[src/rtl/mem_arbiter_pkg.sv]
// Shared types for the imem/dmem arbiter: FSM state encoding, also used as the
// combinational grant (ARB_IDLE meaning "nothing granted").
package rv32i_types;

  typedef enum logic [1:0] {
    ARB_IDLE    = 2'd0,
    ARB_SERVE_D = 2'd1,
    ARB_SERVE_I = 2'd2
  } arb_state_t;

endpackage

[src/rtl/mem_arbiter_req_latch.sv]
// One outstanding request per port: pending flag plus the registered address,
// masks and store data, loaded on a capture pulse and dropped on clear.
module arb_req_latch #(
  parameter int ADDR_WIDTH = 32,
  parameter int DATA_WIDTH = 32,
  localparam int MW = DATA_WIDTH / 8
) (
  input  logic                  clk,
  input  logic                  rst,
  input  logic                  capture,
  input  logic                  clear,
  input  logic [ADDR_WIDTH-1:0] req_addr,
  input  logic [MW-1:0]         req_rmask,
  input  logic [MW-1:0]         req_wmask,
  input  logic [DATA_WIDTH-1:0] req_wdata,
  output logic                  pending,
  output logic [ADDR_WIDTH-1:0] addr,
  output logic [MW-1:0]         rmask,
  output logic [MW-1:0]         wmask,
  output logic [DATA_WIDTH-1:0] wdata
);

  // A pulse while already pending is a protocol error and is ignored; clear
  // only happens while pending, so it never collides with an accepted capture.
  always_ff @(posedge clk) begin
    if (rst) begin
      pending <= 1'b0;
      addr    <= '0;
      rmask   <= '0;
      wmask   <= '0;
      wdata   <= '0;
    end else if (capture && !pending) begin
      pending <= 1'b1;
      addr    <= req_addr;
      rmask   <= req_rmask;
      wmask   <= req_wmask;
      wdata   <= req_wdata;
    end else if (clear) begin
      pending <= 1'b0;
    end
  end

endmodule

[src/rtl/mem_arbiter.sv]
// Serialises latched imem/dmem requests onto one backing memory port, dmem
// first, non-preemptive, and returns registered one-cycle responses.
module mem_arbiter
  import rv32i_types::*;
#(
  parameter int ADDR_WIDTH = 32,
  parameter int DATA_WIDTH = 32,
  localparam int MW = DATA_WIDTH / 8
) (
  input  logic                  clk,
  input  logic                  rst,
  input  logic [ADDR_WIDTH-1:0] imem_addr,
  input  logic [MW-1:0]         imem_rmask,
  output logic [DATA_WIDTH-1:0] imem_rdata,
  output logic                  imem_resp,
  input  logic [ADDR_WIDTH-1:0] dmem_addr,
  input  logic [MW-1:0]         dmem_rmask,
  input  logic [MW-1:0]         dmem_wmask,
  input  logic [DATA_WIDTH-1:0] dmem_wdata,
  output logic [DATA_WIDTH-1:0] dmem_rdata,
  output logic                  dmem_resp,
  output logic [ADDR_WIDTH-1:0] bmem_addr,
  output logic                  bmem_read,
  output logic                  bmem_write,
  output logic [MW-1:0]         bmem_wmask,
  output logic [DATA_WIDTH-1:0] bmem_wdata,
  input  logic [DATA_WIDTH-1:0] bmem_rdata,
  input  logic                  bmem_resp
);

  arb_state_t state, state_next, grant;

  logic                  i_pending, d_pending;
  logic [ADDR_WIDTH-1:0] i_addr, d_addr;
  logic [MW-1:0]         i_rmask, i_wmask, d_rmask, d_wmask;
  logic [DATA_WIDTH-1:0] i_wdata, d_wdata;
  logic                  i_req, d_req, i_clear, d_clear;

  assign i_req   = |imem_rmask;
  assign d_req   = |dmem_rmask || |dmem_wmask;
  assign i_clear = (grant == ARB_SERVE_I) && bmem_resp;
  assign d_clear = (grant == ARB_SERVE_D) && bmem_resp;

  arb_req_latch #(.ADDR_WIDTH(ADDR_WIDTH), .DATA_WIDTH(DATA_WIDTH)) u_imem_latch (
    .clk       (clk),
    .rst       (rst),
    .capture   (i_req),
    .clear     (i_clear),
    .req_addr  (imem_addr),
    .req_rmask (imem_rmask),
    .req_wmask ('0),
    .req_wdata ('0),
    .pending   (i_pending),
    .addr      (i_addr),
    .rmask     (i_rmask),
    .wmask     (i_wmask),
    .wdata     (i_wdata)
  );

  arb_req_latch #(.ADDR_WIDTH(ADDR_WIDTH), .DATA_WIDTH(DATA_WIDTH)) u_dmem_latch (
    .clk       (clk),
    .rst       (rst),
    .capture   (d_req),
    .clear     (d_clear),
    .req_addr  (dmem_addr),
    .req_rmask (dmem_rmask),
    .req_wmask (dmem_wmask),
    .req_wdata (dmem_wdata),
    .pending   (d_pending),
    .addr      (d_addr),
    .rmask     (d_rmask),
    .wmask     (d_wmask),
    .wdata     (d_wdata)
  );

  always_ff @(posedge clk) begin
    if (rst) state <= ARB_IDLE;
    else     state <= state_next;
  end

  // From IDLE the grant is decided straight from the pending flags so the
  // backing strobe rises the cycle after the request pulse.
  always_comb begin
    grant = state;
    if (state == ARB_IDLE) begin
      if (d_pending)      grant = ARB_SERVE_D;
      else if (i_pending) grant = ARB_SERVE_I;
    end
  end

  always_comb begin
    state_next = grant;
    if (bmem_resp) begin
      case (grant)
        ARB_SERVE_D: state_next = i_pending ? ARB_SERVE_I : ARB_IDLE;
        ARB_SERVE_I: state_next = d_pending ? ARB_SERVE_D : ARB_IDLE;
        default:     state_next = ARB_IDLE;
      endcase
    end
  end

  // A read mask takes precedence so read and write are never high together.
  always_comb begin
    bmem_addr  = '0;
    bmem_read  = 1'b0;
    bmem_write = 1'b0;
    bmem_wmask = '0;
    bmem_wdata = '0;
    case (grant)
      ARB_SERVE_D: begin
        bmem_addr  = d_addr;
        bmem_read  = |d_rmask;
        bmem_write = !(|d_rmask) && |d_wmask;
      end
      ARB_SERVE_I: begin
        bmem_addr  = i_addr;
        bmem_read  = |i_rmask;
        bmem_write = !(|i_rmask) && |i_wmask;
      end
      default: ;
    endcase
    if (bmem_write) begin
      bmem_wmask = (grant == ARB_SERVE_D) ? d_wmask : i_wmask;
      bmem_wdata = (grant == ARB_SERVE_D) ? d_wdata : i_wdata;
    end
  end

  always_ff @(posedge clk) begin
    if (rst) begin
      imem_resp  <= 1'b0;
      imem_rdata <= '0;
      dmem_resp  <= 1'b0;
      dmem_rdata <= '0;
    end else begin
      imem_resp  <= i_clear;
      imem_rdata <= (i_clear && |i_rmask) ? bmem_rdata : '0;
      dmem_resp  <= d_clear;
      dmem_rdata <= (d_clear && |d_rmask) ? bmem_rdata : '0;
    end
  end

  a_imem_one_outstanding: assert property (@(posedge clk) disable iff (rst)
    !(i_req && i_pending));
  a_dmem_one_outstanding: assert property (@(posedge clk) disable iff (rst)
    !(d_req && d_pending));
  a_dmem_not_load_and_store: assert property (@(posedge clk) disable iff (rst)
    !(|dmem_rmask && |dmem_wmask));

endmodule
[config.mk]
export PLATFORM = sky130hd
export DESIGN_NAME = mem_arbiter
export DESIGN_NICKNAME = d
export VERILOG_FILES = /design/src/rtl/mem_arbiter_pkg.sv /design/src/rtl/mem_arbiter_req_latch.sv /design/src/rtl/mem_arbiter.sv
export SDC_FILE = /design/constraint.sdc
export NUM_CORES = 1
export LEC_CHECK = 0
export ABC_AREA = 1
export BUFFER_PORTS_ARGS = -buffer_cell sky130_fd_sc_hd__buf_2
export CAP_MARGIN = 5
export CORE_MARGIN = 3
export CORE_UTILIZATION = 53
export CTS_CLUSTER_DIAMETER = 60
export DETAILED_ROUTE_END_ITERATION = 8
export HOLD_SLACK_MARGIN = 0.12
export PLACE_DENSITY = 0.83
export SYNTH_ARGS = -nofsm -noshare
export SYNTH_HDL_FRONTEND = slang
export SYNTH_HIERARCHICAL = 1
export SYNTH_SLANG_ARGS = --single-unit
[constraint.sdc]
create_clock -name clk -period 3 [get_ports clk]
set_clock_uncertainty 0.15 [all_clocks]
set_input_delay 0.3 -clock clk [delete_from_list [all_inputs] [get_ports clk]]
set_output_delay 0.3 -clock clk [all_outputs]
set_load 0.01 [all_outputs]
# Yosys cells after proc, flatten, opt, wreduce, memory -nomap -nowiden
# Cells that the tools add are included.
# W data, S select, Z words.
[classes]
eq_ne = 2
n_mux = 18
n_bitwise = 2
n_reduce_logical = 22
[ops]
columns = ["operator", "n"]
rows = [
  ["$mux W32", 2],
  ["$pmux W32 S2", 1],
  ["$reduce_or A4 Y1", 6],
  ["$mux W2", 5],
  ["$mux W4", 2],
  ["$logic_and A1 B1 Y1", 7],
  ["$mux W1", 6],
  ["$pmux W2 S2", 1],
  ["$reduce_bool A2 Y1", 2],
  ["$reduce_or A2 Y1", 2],
  ["$logic_not A1 Y1", 3],
  ["$eq A2 B1 Y1 const B", 1],
  ["$eq A2 B2 Y1 const B", 1],
  ["$logic_not A2 Y1", 1],
  ["$not A1 Y1", 2],
  ["$pmux W1 S2", 1],
  ["$logic_or A1 B1 Y1", 1],
]
[word_totals]
reg_bits = 178
out_inout_bits = 136
wordCells = 57

# Logic depth before layout (Yosys ltp)
[depth]
depth_word = 8
depth_mapped = 15
depth_no_buf = 13

# Modules after synthesis
# Netlist, hierarchy kept.
[by_module_without_submodules]
columns = ["module", "instances", "cells_each", "area_per_inst_um2", "seq_area_each_um2"]
rows = [
  ["arb_req_latch", 2, 470, 3165.5, 1461.4],
  ["mem_arbiter", 1, 529, 3304.4, 1361.3],
]

# Least setup slack after synthesis
# No wires, ideal clock.
[synth_timing]
path_kind = "register -> output"
start = "register u_dmem_latch.pending"
end = "output port bmem_wdata[15]"
arrival_time_ps = 1863
slack_ps = 687
stages_incl_launch_ff = 12
path_buffers = 2
path_cell_list = "dfxtp_1 > nand2_1 > nand2_2 > clkinv_2 > o21ai_0 > inv_1 > ha_1 > clkbuf_1 > inv_1 > nand2_4 > buf_6 > nor2_1"
[synth_via]
elab_chain_cells = 5
word_cells_on_any_way = 6
[synth_lines]
columns = ["item", "line", "text"]
rows = [
  ["from (decl)", "mem_arbiter_req_latch.sv:16", "output logic pending,"],
  ["from (signal assigned)", "mem_arbiter_req_latch.sv:27", "pending <= 1'b0;"],
  ["from (signal assigned)", "mem_arbiter_req_latch.sv:33", "pending <= 1'b1;"],
  ["from (signal assigned)", "mem_arbiter_req_latch.sv:39", "pending <= 1'b0;"],
  ["$mux W2 *", "mem_arbiter.sv:86", "if (d_pending) grant = ARB_SERVE_D;"],
  ["$mux W2 *", "mem_arbiter.sv:85", "if (state == ARB_IDLE) begin"],
  ["$eq A2 B1 Y1 *", "mem_arbiter.sv:109, mem_arbiter.sv:124", ""],
  ["$mux W32 / $mux W1 (equally long branches)", "mem_arbiter.sv:124, mem_arbiter.sv:109", ""],
  ["$mux W32 *", "mem_arbiter.sv:122", "if (bmem_write) begin"],
  ["to (decl)", "mem_arbiter.sv:26", "output logic [DATA_WIDTH-1:0] bmem_wdata,"],
]
# Every way passes the cells marked *; elsewhere a longest branch is shown, timed or not.

# Final worst setup path
[layout_timing]
start = "register u_dmem_latch.pending"
end = "output port bmem_addr[17]"
[layout_via]
elab_chain_cells = 4
word_cells_on_any_way = 5
[layout_lines]
columns = ["item", "line", "text"]
rows = [
  ["$mux W2 *", "mem_arbiter.sv:86", ""],
  ["$mux W2 *", "mem_arbiter.sv:85", ""],
  ["$eq A2 B2 Y1 / $eq A2 B1 Y1 (equally long branches)", "mem_arbiter.sv:109", "case (grant)"],
  ["$pmux W32 S2 *", "mem_arbiter.sv:109", ""],
  ["to (decl)", "mem_arbiter.sv:22", "output logic [ADDR_WIDTH-1:0] bmem_addr,"],
]
# Marked as above.

==> metrics.yaml <==
clock_network:
  clkTransAtPathRegs_ns: 0.06
  clock_path_buffers: 3
  cts_made_buffers: 23
  cts-root-buf: "clkbuf_16"
  h-tree-depth: 1
  cts_tree: "done"
  clock-sinks: 214
  worstSkewPairLatency_ns: 0.50
global_route:
  grt_max_degree: 74
  antenna_found_initial: 1
  grt_pass1_wl_mm: 47.53
  grt_overflow: 0
  grt_pass1_vias: 10230
  grt_use_total_pct: 28.61
route:
  ant_nets: 0
  drc: 0
  vias: 10400
  drt_first_pass_iters: 6
  avgRoutedWirePerCell_um: 14.06
  wirelength_mm: 29.81
  via_per_inst: 4.905
  drt_iter0_markers: 821
run_status:
  outcome: "finished clean"
hold_path:
  hold_class: "reg -> reg"
floorplanning:
  fp-row-count: 48
  die_w_um: 140.8
  start_util_pct: 54.94
  die-area_um2: 19830
  ios: 279
  die_h_um: 140.8
  core_area_um2: 17540
timing:
  setup_viol: 0
  drv_slew: 0
  hold-worst-slack_ns: 0.3297
  rsz0062_at_grt: "false"
  hold_viol_final: 0
  layout_setup_ws_ns: 0.1564
  clock.fmax_mhz: 351.7
  fin_crit_sh_pct: 94.79
  setup_tns_ns: 0
  fin_crit_ns: 2.844
  relSlewSlack_pct: 37.39
  worstMarginPinSlew_ns: 0.9377
setup_path:
  arrival_ns: 2.39
  worst-setup-path-type: "reg -> out"
  rrSetupSlack_ns: 0.49
  cp_max_fo: 34
  cp-start-kind: "flip-flop"
  cp_data_required_time_ns: 2.55
  critPathCaptureType: "output pin"
pwr:
  switching_share_pct: 28.09
  p_comb_share_pct: 18.8
  finalPower_mw: 7.225
  vdd_drop_max_mv: 0.4522
  clockPowerShare_pct: 37.4
  pwr-share-seq_pct: 43.8
  powerDensity_nw_per_um2: 550.5
  p_sw_mw: 2.030
  power.leakage_nw: 7.346
  p_int_mw: 5.195
cells_and_area:
  fin_nets: 2026
  multiInputGateArea_um2: 3954
  regArea_um2: 4285
  drive_above_1_share_pct: 19.11
  fillers: 1238
  area_delta_synth_final_pct: 36.19
  final_area_um2: 13120
  utilization_pct: 74.83
  instances_no_fill: 2120
synth:
  ys_types: 23
  avgSynthCellArea_um2: 6.559
  yosysSeqAreaShare_pct: 44.46
  syn-cell-area_um2: 9635
  synth_cells: 1469
  synth.yosys.warnings: 6
  synth-seq-cells: 214
flow_run:
  max-cap-violations: 0
placed_design:
  hpwl_mm: 16.74
  io_buffers: 278
  gp_routability_congestion: 0.8232
  dp_slack_ns: 0.4679
  place_area_um2: 10960
  dp_cells: 1938
[state kept, by name, summed over array words and instances (netlist names), 2 cells and up]
register / cells
state: 2
u_imem_latch/wmask: 4
imem_rdata: 32
u_dmem_latch/wdata: 32
u_dmem_latch/addr: 32
dmem_rdata: 32
u_dmem_latch/wmask: 4
u_imem_latch/wdata: 32
u_imem_latch/addr: 32
u_dmem_latch/rmask: 4
u_imem_latch/rmask: 4
[what timing repair did]
| action | CTS | global route |
|---|---|---|
| setup buffers | 0 | 0 |
| resized for setup | 0 | 3 |
| hold buffers | 143 | 0 |
| endpoints found under the setup margin | 0 | 59 |
| hold endpoints to repair | 178 | 0 |
[synth_stat cells]
cell type / instances / area share (%)
nor2_1: 393 / 15
buf_2: 23 / 1.2
a21oi_1: 35 / 1.8
dfxtp_1: 214 / 44
buf_1: 14 / 0.55
buf_4: 4 / 0.31
clkbuf_1: 7 / 0.27
nand2_2: 4 / 0.26
nor2_4: 2 / 0.23
nor2_2: 7 / 0.45
nor4_1: 2 / 0.13
mux2i_1: 1 / 0.10
o21ai_0: 3 / 0.16
nand3_1: 145 / 7.5
inv_2: 16 / 0.62
buf_6: 38 / 4.4
nand4_1: 1 / 0.065
ha_1: 2 / 0.26
nand2_1: 335 / 13
clkinv_2: 1 / 0.052
conb_1: 1 / 0.039
nand2_4: 1 / 0.12
inv_1: 220 / 8.6
[worst max-delay path: stages (launching register included)]
cell and delay [ns]:
dfxtp_2 0.36, nand2_1 0.10, nand2_2 0.06, clkinv_2 0.04, o21ai_0 0.13, inv_1 0.09, ha_1 0.18, buf_4 0.35
nand2_1 0.11, a21oi_1 0.26, buf_2 0.19
[per-layer routing]
| metal | vias to the layer above | share of wire [%] | global-route usage, % |
|---|---|---|---|
| met5 | - | 0 | 0 |
| li1 | 5107 | - | - |
| met4 | 0 | 4.3 | 13.41 |
| met3 | 128 | 8.2 | 5.393 |
| met2 | 541 | 50 | 51.97 |
| met1 | 4623 | 38 | 32.25 |
[cell type report]
class	count	share of cell area, %
antenna	1	0.01907
clock buffer	33	5.053
timing repair buffer	438	22.80
multi-input combinational	967	30.13
sequential	214	32.66
inverter	237	6.789
tap	225	2.145
clock inverter	5	0.4100
[power by group through the flow]
stage          Clock [mW]  Combinational, mW  Sequential (mW)
6_report             2.70               1.36             3.16
5_1_grt              2.84               1.52             3.18
4_1_cts              2.73               1.30             3.16
3_5_place_dp            0               1.15             3.22
3_3_place_gp            0               1.14             3.21
2_1_floorplan           0              0.869             3.20
[path summary, 6_finish.rpt]
check                              start                     end  cells after the start
setup / recovery    u_dmem_latch/pending           bmem_addr[17]                     10
hold / removal    u_imem_latch/wdata[21]  u_imem_latch/wdata[21]                      2
setup reg to reg    u_dmem_latch/pending          imem_rdata[15]                     13
hold reg to reg   u_imem_latch/wdata[21]  u_imem_latch/wdata[21]                      2
[placed cells by master (no fill, tap or decap), types with 6 or more instances in the layout]
cell type,instances
clkbuf_16,23
dfxtp_1,213
inv_2,16
nor2_2,7
buf_4,13
nand3_1,145
nor2_1,393
nand2_1,333
buf_2,278
inv_1,220
nand2_2,6
conb_1,36
dlygate4sd3_1,143
a21oi_1,35
[kinds of logic after synthesis]
family | count (synthesis) | share of synthesized area, %
compound gates | 38 | 1.974
fa+ha+maj | 2 | 0.2597
buf+inv | 323 | 16.01
flops | 214 | 44.46
mux | 1 | 0.1039
other cells | 1 | 0.03892
simple gates | 890 | 37.15
(Power assumes the default switching activity.)
